===== src/rtl/branch_predictor_bht.sv =====
// Fetch-side beq predictor using a table of 2-bit saturating counters.
// The table is trained from the resolved branch, and the block also produces the redirect PC and saturating event counters.
module branch_predictor_bht #(
    parameter int         XLEN       = 32,
    parameter int         DEPTH      = 64,
    parameter logic [1:0] INIT_STATE = 2'b01,
    parameter int         CNT_W      = 16
) (
    input  logic             clk,
    input  logic             reset,
    input  logic             bp_enable,
    input  logic [XLEN-1:0]  pc_if,
    input  logic [31:0]      instr_if,
    output logic             pred_taken,
    output logic [XLEN-1:0]  pred_target,
    input  logic             upd_valid,
    input  logic [XLEN-1:0]  upd_pc,
    input  logic             upd_taken,
    input  logic             upd_pred_taken,
    input  logic [XLEN-1:0]  upd_target,
    output logic             mispredict,
    output logic [XLEN-1:0]  redirect_pc,
    output logic [CNT_W-1:0] branch_count,
    output logic [CNT_W-1:0] mispredict_count
);

    localparam int IDX_W = (DEPTH > 1) ? $clog2(DEPTH) : 1;
    localparam logic [5:0] OP_BEQ = 6'b000100;

    generate
        if (DEPTH < 2 || DEPTH > 1024 || (DEPTH & (DEPTH - 1)) != 0) begin : g_bad_depth
            $error("branch_predictor_bht: DEPTH must be a power of two in 2..1024");
        end
    endgenerate

    logic [1:0]       bht_q [DEPTH];
    logic [1:0]       bht_d [DEPTH];
    logic [CNT_W-1:0] branch_count_q, branch_count_d;
    logic [CNT_W-1:0] mispredict_count_q, mispredict_count_d;

    logic [IDX_W-1:0] idx_if;
    logic [IDX_W-1:0] idx_upd;
    logic             is_beq;
    logic [XLEN-1:0]  pc_if_plus4;
    logic [XLEN-1:0]  upd_pc_plus4;
    logic [XLEN-1:0]  br_offset;
    logic             unused_instr;

    assign idx_if       = pc_if[IDX_W+1:2];
    assign idx_upd      = upd_pc[IDX_W+1:2];
    assign is_beq       = (instr_if[31:26] == OP_BEQ);
    assign pc_if_plus4  = pc_if + XLEN'(4);
    assign upd_pc_plus4 = upd_pc + XLEN'(4);
    assign br_offset    = {{(XLEN-18){instr_if[15]}}, instr_if[15:0], 2'b00};
    assign unused_instr = ^instr_if[25:16];

    // Read the registered table, so a same-cycle update is seen one cycle later.
    always_comb begin
        pred_taken  = bp_enable & is_beq & bht_q[idx_if][1];
        pred_target = pred_taken ? (pc_if_plus4 + br_offset) : pc_if_plus4;
    end

    always_comb begin
        mispredict  = upd_valid & (upd_taken != upd_pred_taken);
        redirect_pc = (upd_valid & upd_taken) ? upd_target : upd_pc_plus4;
    end

    always_comb begin
        bht_d = bht_q;
        if (upd_valid) begin
            if (upd_taken) begin
                if (bht_q[idx_upd] != 2'b11) begin
                    bht_d[idx_upd] = bht_q[idx_upd] + 2'b01;
                end
            end else begin
                if (bht_q[idx_upd] != 2'b00) begin
                    bht_d[idx_upd] = bht_q[idx_upd] - 2'b01;
                end
            end
        end
    end

    always_comb begin
        branch_count_d     = branch_count_q;
        mispredict_count_d = mispredict_count_q;
        if (upd_valid && branch_count_q != {CNT_W{1'b1}}) begin
            branch_count_d = branch_count_q + CNT_W'(1);
        end
        if (mispredict && mispredict_count_q != {CNT_W{1'b1}}) begin
            mispredict_count_d = mispredict_count_q + CNT_W'(1);
        end
    end

    always_ff @(posedge clk or posedge reset) begin
        if (reset) begin
            for (int i = 0; i < DEPTH; i++) begin
                bht_q[i] <= INIT_STATE;
            end
            branch_count_q     <= '0;
            mispredict_count_q <= '0;
        end else begin
            bht_q              <= bht_d;
            branch_count_q     <= branch_count_d;
            mispredict_count_q <= mispredict_count_d;
        end
    end

    assign branch_count     = branch_count_q;
    assign mispredict_count = mispredict_count_q;

endmodule

===== config.mk =====
export PLATFORM = sky130hd
export DESIGN_NAME = branch_predictor_bht
export DESIGN_NICKNAME = d
export VERILOG_FILES = /design/src/rtl/branch_predictor_bht.sv
export SDC_FILE = /design/constraint.sdc
export NUM_CORES = 1
export LEC_CHECK = 0
export ABC_AREA = 1
export CORE_MARGIN = 2
export CORE_UTILIZATION = 40
export DETAILED_ROUTE_END_ITERATION = 7
export SLEW_MARGIN = 15
export SYNTH_ARGS = -nofsm -noshare
export SYNTH_HDL_FRONTEND = slang
export SYNTH_SLANG_ARGS = --single-unit

===== constraint.sdc =====
create_clock -name clk -period 7.9 [get_ports clk]
set_clock_uncertainty 0.2 [all_clocks]
set_input_delay 1.975 -clock clk [delete_from_list [all_inputs] [get_ports clk]]
set_output_delay 1.975 -clock clk [all_outputs]
set_load 0.01 [all_outputs]

# --- Word level (Yosys, flattened, before mapping) ---
# Cells that the tools add are included.
word_totals:
  word_cells: 109
  register_bits: 160
classes:
  n_eq_ne: 6
  reduce_logical: 6
  order_cmp: 3
  addsub: 7
  bitwise: 6
  mux: 15
op_table:
  columns: ["operator", "count"]
  rows:
  - ["128-bit 2-to-1 mux", 3]
  - ["128-bit bitwise mux", 2]
  - ["32-bit by 3-bit adder with 32-bit output, second input constant", 2]
  - ["32-bit 2-to-1 mux", 2]
  - ["16-bit by 1-bit adder with 16-bit output, second input constant", 2]
  - ["32-bit adder", 1]
  - ["16-bit inequality test, second input constant", 2]
  - ["2-bit binary-select mux with 6-bit select", 2]
  - ["7-bit greater-or-equal comparator, second input constant", 2]
  - ["6-bit NOT with 7-bit output", 2]
  - ["2-bit demux with 6-bit select", 1]
  - ["2-bit 2-to-1 mux", 5]
  - ["7-bit by 1-bit < comparator with 1-bit output, second input constant", 1]
  - ["6-bit by 3-bit == test with 1-bit output, second input constant", 1]
  - ["1-bit bitwise AND", 4]
  - ["2-bit nonzero test", 2]
  - ["1-bit logical AND", 3]
  - ["3-bit AND reduction", 1]
  - ["2-bit by 1-bit adder with 2-bit output, second input constant", 1]
  - ["2-bit by 1-bit inequality test with 1-bit output, second input constant", 1]
  - ["2-bit inequality test, second input constant", 1]
  - ["2-bit by 1-bit subtractor with 2-bit output, second input constant", 1]
  - ["1-bit inequality test", 1]

# --- Depth between registers and ports, before layout ---
# Gate-level depths: netlist (run 1).
logic_depth:
  ltp_word: 8
  depth_mapped: 25

# --- Worst setup path after synthesis (run 1) ---
# Ideal clock, no wire load.
synth_path:
  kind: "input port to output port"
  start: "input port pc_if[3]"
  end: "output port pred_target[21]"
  setup_slack_ps: 1513
  arrival_time_ps: 4212
  cell_stages: 18
  path_buffers: 1
  path_cell_list: "buf_4 nand3_1 nor2_1 nand3_2 nor3_4 nand3_1 xor2_1 ha_1 nand2_1 nor2_1 inv_1 nor2_1 nand4_1 nand3_1 nand2_1 nand2_1 nand3_1 nand2_1"
synth_between:
  elab_chain_cells: 6
  word_cells_on_any_way: 8
  cone_classes: "add/sub: 2; mux: 4; bitwise: 2"
synth_rtl:
  columns: ["element", "line_no", "source"]
  rows:
  - ["start: declaration", "12", "input logic [XLEN-1:0] pc_if,"]
  - ["branches (longest 5 deep; another with 32-bit by 3-bit adder with 32-bit output)", null, null]
  - ["32-bit 2-to-1 mux *", "60", "pred_target = pred_taken ? (pc_if_plus4 + br_offset) : pc_if_plus4;"]
  - ["end: declaration", "15", "output logic [XLEN-1:0] pred_target,"]
# Mark *: on every way between the ends. The select of a mux whose other input is x is not followed.

# --- Worst setup path in the final report (run 1) ---
layout_path:
  start: "input port pc_if[5]"
  end: "output port pred_target[27]"
# The elaborated chain is that of the path after synthesis.

==> reports/summary.txt, run 1 <==
run status - completed
Critical Path Start Type - primary input
number of max-cap violations - 0
Max Root-Sink Buffers - 2
total power of the final layout - 2.893 mW
Post-synth top flop - sky130_fd_sc_hd__dfrtp_1
pin count of the biggest net entering global routing - 65
number of nets in the finished design - 2548
met2 Track Usage GR - 42.72%
Slew Viols, Final - 0
global-route congestion overflow total - 0
number of optimization iterations in the first detailed-route pass - 5
number of input and output port buffers inserted - 217
# DRC - 0
worst path buffer plus inverter count - 4
relative slew slack - 42.81%
leading cell type by number of instances after synthesis - sky130_fd_sc_hd__nand2_1
sequential group share of total power - 38.6%
register bit total from synthesis - 160
average detailed-routed wire length per instance - 16.01 µm
leading cell types by count after synthesis - sky130_fd_sc_hd__nand2_1, sky130_fd_sc_hd__inv_1, sky130_fd_sc_hd__nor2_1, sky130_fd_sc_hd__nand3_1, sky130_fd_sc_hd__o21ai_0
post-synthesis share of cell area spent on xor and xnor gates - 5.792%
endpoints failing setup - 0
cells along the critical path - clkdlybuf4s50_1 -> nand2_1 -> nor2_2 -> nand3_2 -> nor3_4 -> nand3_1 -> xor2_1 -> buf_4 -> ha_1 -> nand2_1 -> buf_4 -> nor2_2 -> nand2_1 -> nor4_1 -> nand2_1 -> nand2_1 -> nand2_1 -> nand2_1 -> nand3_1 -> nand2_1 -> clkdlybuf4s50_1
maximum VDD drop - 0.1600 mV
highest attainable clock frequency - 0.1301 GHz
leakage - 8.218 nW
number of vias in the routed layout - 14270
delay-heaviest family, CP - simple AND/OR/NAND/NOR gates
number of clock sinks seen by CTS - 160
busiest layer in global routing - met2
syn_area_per_cell - 6.177 µm²
setup slack of the most critical reg-to-reg path - 4.45 ns
TritonCTS buffer count - 17
cell type contributing the most total cell area after synthesis - sky130_fd_sc_hd__nand2_1
Setup crit end kind - output port
clock slew at reported path FFs - 0.07 ns
wire length of the first global-routing pass - 71190 µm
met1 usage in global routing - 36.71%
class of the worst hold path - reg -> reg
power density cells - 171.2 nW/µm²
die width - 185.4 µm
post-synthesis net count - 2306
RSZ-0062 raised after global routing - yes
yosys warns - 0
# hold bufs at CTS - 0
power share of the clock group - 28.9%
most numerous cell on the critical path - sky130_fd_sc_hd__nand2_1
GR Util All Layers - 26.43%
Ports - 232
setup slack of the critical path after layout - 0.2162 ns
synthesized-area fraction occupied by ao, oa, aoi and oai cells - 8.236%
floorplan core area - 32450 µm²
Detailed Route WL - 45300 µm
fraction of met3 tracks used by global routing - 3.834%
final clock period utilization by the worst path - 97.26%
via count of the first global-routing pass - 13320
Post-Synthesis Cell Area - 13160 µm²
combinational cell fraction of total power - 32.4%
Post-Place Setup Slack - 0.06163 ns
distinct cell type count of the synthesized netlist - 44
area growth from synthesis to layout - 28.43%
cell types with the largest area share after synthesis - sky130_fd_sc_hd__nand2_1, sky130_fd_sc_hd__dfrtp_1, sky130_fd_sc_hd__dfstp_2
die height - 185.4 µm
largest family of logic cells by synthesized area - simple AND/OR/NAND/NOR gates
detail-routed via count per cell - 5.045
share of async-settable or async-resettable flops after synthesis - 100.0%
initial antenna violation count - 2
Final Wtd Congestion - 0.9959
shortest period the worst path allows - 7.684 ns
category of the critical setup timing path - in -> out
top fanout value on the critical path - 5
number of hold violations in the final report - 0
CTS HTree Levels - 4
effective utilization at floorplan - 40.54%
slowest CP cell - sky130_fd_sc_hd__clkdlybuf4s50_1
post-route ant nets - 0
Seq/Total Area, Yosys - 31.04%
mux share of post-synthesis cell area - 0.07608%
simple-gate portion of the synthesized area - 39.79%
clock tree from TritonCTS - yes
share of post-route cells with drive strength above 1 - 9.853%
Arrival @ worst endpoint - 5.51 ns
sw frac - 37.39%
number of fill cells in the layout - 3262
estimated wirelength of the detail-placed design - 34230 µm
Syn Inst Count - 2130
Starting DRT DRC Count - 1242
transition at the pin with the smallest max-transition slack - 0.8579 ns
Clk Latency, worst-skew pair - 0.44 ns
required time at the endpoint of the critical path - 5.73 ns
count of flip-flops with a built-in enable after synthesis - 0
share of Yosys cell area claimed by the top area cell type - 23.22%
die area - 34360 µm²
site row count - 66
clk root buf - sky130_fd_sc_hd__clkbuf_16
Internal - 1.811 mW
total net switching power - 1.081 mW
crit-path max cell delay - 0.54 ns
adder-cell area share of the yosys netlist - 4.051%
-- path summary, 6_finish.rpt --
kind                           from                   end  cells after the start
max                        pc_if[5]       pred_target[27]                     21
min reg2reg                register              register                      2
min in group asynchronous     reset  mispredict_count[15]                      2
max reg2reg                register             bht_q[95]                     21
max in group asynchronous     reset             bht_q[75]                      3
min                        register              register                      2
-- area by class of cell --
class / count / area (µm²) / share of cell area [%]
multi-input cells: 1613 / 7866 / 46.56
well taps: 442 / 553.0 / 3.273
clock inverters: 15 / 166.4 / 0.9849
flip-flops and latches: 160 / 4084 / 24.17
diodes: 2 / 5.005 / 0.02962
inverters: 300 / 1131 / 6.694
repair buffers: 280 / 2665 / 15.77
clock buffers: 17 / 425.4 / 2.518
-- cell usage in the layout (no fill, tap or decap), types with 5 or more instances in the layout --
master / count
sky130_fd_sc_hd__nand4_1: 35
sky130_fd_sc_hd__nor3_1: 30
sky130_fd_sc_hd__dlymetal6s2s_1: 10
sky130_fd_sc_hd__o22ai_1: 29
sky130_fd_sc_hd__nor2_1: 230
sky130_fd_sc_hd__buf_4: 63
sky130_fd_sc_hd__nand2_1: 805
sky130_fd_sc_hd__nand2_2: 11
sky130_fd_sc_hd__ha_1: 35
sky130_fd_sc_hd__o21ai_0: 104
sky130_fd_sc_hd__dfrtp_1: 96
sky130_fd_sc_hd__clkbuf_16: 17
sky130_fd_sc_hd__inv_1: 294
sky130_fd_sc_hd__nand3_2: 7
sky130_fd_sc_hd__xnor2_1: 25
sky130_fd_sc_hd__o211ai_1: 5
sky130_fd_sc_hd__a21oi_2: 6
sky130_fd_sc_hd__o21bai_1: 5
sky130_fd_sc_hd__clkdlybuf4s50_1: 206
sky130_fd_sc_hd__nand3_1: 127
sky130_fd_sc_hd__nor2_2: 21
sky130_fd_sc_hd__nor2_4: 6
sky130_fd_sc_hd__a21oi_1: 25
sky130_fd_sc_hd__dfstp_2: 64
sky130_fd_sc_hd__a22oi_1: 13
sky130_fd_sc_hd__xor2_1: 58
-- kinds of logic (layout without fill, tap and decap cells) --
family / Yosys count / count (layout)
AOI/OAI and AO/OA: 195 / 195
other: 0 / 2
muxes: 1 / 1
adders and majority gates: 42 / 42
xor gates and xnor gates: 87 / 87
buffers and inverters: 357 / 612
DFF: 160 / 160
and+or+nand+nor: 1288 / 1288
-- metal layers --
layer	wire length (µm)	part of all wire (%)
met5	0	0
met4	973	2.1
met1	20480	45
met2	20630	46
met3	3215	7.1
-- power by group through the flow --
stage	clock network (mW)	logic (mW)	registers (mW)
global placement	0	0.905	1.13
CTS	0.852	0.922	1.12
floorplan	0	0.539	1.10
detailed placement	0	0.917	1.13
global route	0.888	1.04	1.14
finish	0.837	0.938	1.12
-- through the flow --
stage | cell area [µm²] | setup TNS [ns] | utilization, % | cells | hold WS (ns)
after floorplan | 13160 | 0 | - | 2130 | 0.2464
after global placement | 16020 | 0 | 49.37 | 2790 | 0.2532
after detailed placement | 16020 | 0 | 49.37 | 2790 | 0.2557
after CTS | 16610 | 0 | 51.19 | 2822 | 0.2691
after global routing | 16900 | -0.07647 | 52.06 | 2829 | 0.2832
final | 16900 | 0 | 52.06 | 2829 | 0.2663
-- worst min-delay path, cell delays in order (launching register included) --
cell,delay [ns]
sky130_fd_sc_hd__dfstp_2,0.37
sky130_fd_sc_hd__nand2_1,0.05
sky130_fd_sc_hd__nand2_1,0.04
-- repair_timing --
| action | in CTS | in global routing |
|---|---|---|
| setup endpoints to repair | 0 | 20 |
| resized for setup | 0 | 68 |
| buffers inserted | 0 | 5 |
No activity file was read; power rests on OpenSTA's default activity.
==> run 2: changes to the inputs <==
--- a/config.mk
+++ b/config.mk
@@ -9,4 +9,5 @@
 export CORE_MARGIN = 2
 export CORE_UTILIZATION = 40
+export CTS_BUF_LIST = sky130_fd_sc_hd__clkbuf_4 sky130_fd_sc_hd__clkbuf_8
 export DETAILED_ROUTE_END_ITERATION = 7
 export SLEW_MARGIN = 15
==> constraint.sdc (replaced) <==
create_clock -name clk -period 7.9 [get_ports clk]
set_clock_uncertainty 0.2 [all_clocks]
set_input_delay 1.58 -clock clk [delete_from_list [all_inputs] [get_ports clk]]
set_output_delay 1.58 -clock clk [all_outputs]
set_load 0.01 [all_outputs]
==> run 2 against run 1 <==
  * Largest power group unchanged
  * First-iteration DRC count decreased by 27%
  * Fmax increased by 2.9%
  * Die area unchanged
  * Sequential power about the same
  * Highest routed layer unchanged
  * Power decreased by 5.9%
  * Wire length increased by 0.13%
  * Core utilization decreased by 2.2 points
  * Clock power decreased by 16%
==> reports/summary.txt, run 2 (synthesis results as in run 1) <==
pin count of the biggest net entering global routing - 94 (+45%)
Fin Hold WS - 0.2705 ns (+0.004191 ns)
Final Wtd Congestion - 0.9491 (-4.7%)
setup TNS - 0 ns (unchanged)
clk root buf - sky130_fd_sc_hd__clkbuf_8
maximum VDD drop - 0.1607 mV (+0.42%)
# hold bufs at CTS - 0 (unchanged)
estimated wirelength of the detail-placed design - 33710 µm (-1.5%)
clock tree from TritonCTS - yes
via count of the first global-routing pass - 13380 (+0.39%)
relative slew slack - 34.82% (-8.0 points)
floorplan core area - 32450 µm² (unchanged)
TritonCTS buffer count - 17 (unchanged)
post-route ant nets - 0 (unchanged)
leakage - 7.838 nW (-4.6%)
count of cells along the worst register-to-register path - 21 (unchanged)
most frequent cells in the layout - sky130_fd_sc_hd__nand2_1, sky130_fd_sc_hd__inv_1, sky130_fd_sc_hd__nor2_1, sky130_fd_sc_hd__clkdlybuf4s50_1, sky130_fd_sc_hd__nand3_1
die width - 185.4 µm (unchanged)
area growth from synthesis to layout - 23.03%
die area - 34360 µm² (unchanged)
Post-Layout Inst Area - 16190 µm² (-4.2%)
combinational cell fraction of total power - 33.2% (+0.8 points)
final clock period utilization by the worst path - 94.56% (-2.7 points)
Starting DRT DRC Count - 901 (-27%)
site row count - 66 (unchanged)
capture instance of the worst register-to-register path - bht_q[111]
most frequent standard cell in the layout excluding fill and tap cells - sky130_fd_sc_hd__nand2_1
category of the critical setup timing path - in -> out
number of hold violations in the final report - 0 (unchanged)
CTS-repair resized insts - 0 (unchanged)
RSZ-0062 raised after global routing - no
number of max-cap violations - 0 (unchanged)
Max Root-Sink Buffers - 2 (unchanged)
endpoints failing setup - 0 (unchanged)
number of fill cells in the layout - 3387 (+3.8%)
run status - completed
Setup crit end kind - output port
clock slew at reported path FFs - 0.09 ns (+0.02 ns)
Sequential Area - 4084 µm² (unchanged)
number of clock sinks seen by CTS - 160 (unchanged)
effective utilization at floorplan - 40.54% (unchanged)
number of input and output port buffers inserted - 217 (unchanged)
Detailed Route WL - 45360 µm (+0.13%)
total net switching power - 1.030 mW (-4.7%)
Placed Instance Area - 15750 µm² (-1.7%)
setup slack of the most critical reg-to-reg path - 4.35 ns (-0.10 ns)
share of post-route cells with drive strength above 1 - 5.973% (-3.9 points)
number of buffers added for setup after CTS - 0 (unchanged)
power share of the clock group - 25.7% (-3.2 points)
top fanout value on the critical path - 12 (+7)
transition at the pin with the smallest max-transition slack - 0.9766 ns (+0.1187 ns)
sequential group share of total power - 41.1% (+2.5 points)
wire length of the first global-routing pass - 71770 µm (+0.81%)
power density cells - 168.3 nW/µm² (-1.7%)
Critical Path Start Type - primary input
Hold Crit Depth - 2 (unchanged)
die height - 185.4 µm (unchanged)
shortest period the worst path allows - 7.470 ns (-0.2135 ns)
number of nets in the finished design - 2507 (-1.6%)
Internal - 1.693 mW (-6.5%)
average detailed-routed wire length per instance - 16.28 µm (+1.6%)
number of vias in the routed layout - 13970 (-2.1%)
highest attainable clock frequency - 0.1339 GHz (+2.9%)
sw frac - 37.83% (+0.45 points)
number of optimization iterations in the first detailed-route pass - 5 (unchanged)
# DRC - 0 (unchanged)
global-route congestion overflow total - 0 (unchanged)
required time at the endpoint of the critical path - 6.12 ns (+0.39 ns)
area of combinational cells with multiple inputs - 7651 µm² (-2.7%)
Clk Latency, worst-skew pair - 0.49 ns (+0.05 ns)
Slew Viols, Final - 0 (unchanged)
CTS HTree Levels - 4 (unchanged)
initial antenna violation count - 1 (-1)
GR Util All Layers - 26.56% (+0.13 points)
detail-routed via count per cell - 5.012 (-0.66%)
class of the worst hold path - reg -> reg
Ports - 232 (unchanged)
Arrival @ worst endpoint - 5.69 ns (+0.18 ns)
## run 2: worst max-delay path: stages
cell	delay, ns
sky130_fd_sc_hd__clkdlybuf4s50_1	0.51
sky130_fd_sc_hd__buf_4	0.22
sky130_fd_sc_hd__ha_1	0.30
sky130_fd_sc_hd__nand2_1	0.16
sky130_fd_sc_hd__nor2_1	0.18
sky130_fd_sc_hd__nand4_1	0.15
sky130_fd_sc_hd__xnor2_1	0.47
sky130_fd_sc_hd__ha_1	0.30
sky130_fd_sc_hd__nand2_1	0.13
sky130_fd_sc_hd__nor2_1	0.21
sky130_fd_sc_hd__inv_1	0.08
sky130_fd_sc_hd__nor2_1	0.24
sky130_fd_sc_hd__nand4_1	0.17
sky130_fd_sc_hd__nand3_1	0.10
sky130_fd_sc_hd__nand2_1	0.05
sky130_fd_sc_hd__nand2_1	0.05
sky130_fd_sc_hd__nand3_1	0.09
sky130_fd_sc_hd__nand2_1	0.13
sky130_fd_sc_hd__clkdlybuf4s50_1	0.54
## run 2: worst max-delay path by stage
stage	start	to	slack (ns)	depth (start not counted)
6_report	pc_if[3]	pred_target[22]	0.43	19
5_1_grt	pc_if[6]	pred_target[22]	0.14	19
4_1_cts	pc_if[6]	pred_target[29]	0.51	18
3_5_place_dp	pc_if[6]	pred_target[29]	0.51	18
3_3_place_gp	pc_if[6]	pred_target[29]	0.55	18
2_1_floorplan	reset	bht_q[101]	1.91	1
## run 2: stage by stage
step	power (mW)	util (%)	setup slack, ns	instances
global placement	2.017	48.54	0.5464	2754
CTS	2.722	49.87	0.5108	2786
detailed placement	2.028	48.54	0.5148	2754
floorplan	1.643	-	1.906	2130
finish	2.723	49.88	0.4297	2787
global route	2.889	49.88	0.1437	2787
## run 2: layer usage
layer / part of all wire [%] / wire [µm] / GRT usage, %
met3: 6.7 / 3021 / 3.048
met2: 45 / 20610 / 43.40
met5: 0 / 0 / 0
met1: 46 / 20720 / 37.03
met4: 2.2 / 1003 / 7.302
## run 2: power groups by stage
| stage | registers, mW | logic (mW) | clock network (mW) |
|---|---|---|---|
| global placement | 1.13 | 0.888 | 0 |
| detailed placement | 1.13 | 0.899 | 0 |
| global route | 1.14 | 1.01 | 0.736 |
| finish | 1.12 | 0.904 | 0.699 |
| floorplan | 1.10 | 0.539 | 0 |
| CTS | 1.12 | 0.904 | 0.701 |
## run 2: final cells by class
class	instances	area share (%)
inverters	300	6.988
diodes	1	0.01546
multi-input cells	1613	47.27
well taps	442	3.417
clock inverters	14	1.183
flip-flops and latches	160	25.23
repair buffers	239	14.41
clock buffers	18	1.492
==> run 3: changes to the inputs <==
- TNS_END_PERCENT: unset -> 20
==> results of run 3 <==
No change in the layout: final DEF, timing and power equal those of run 2.
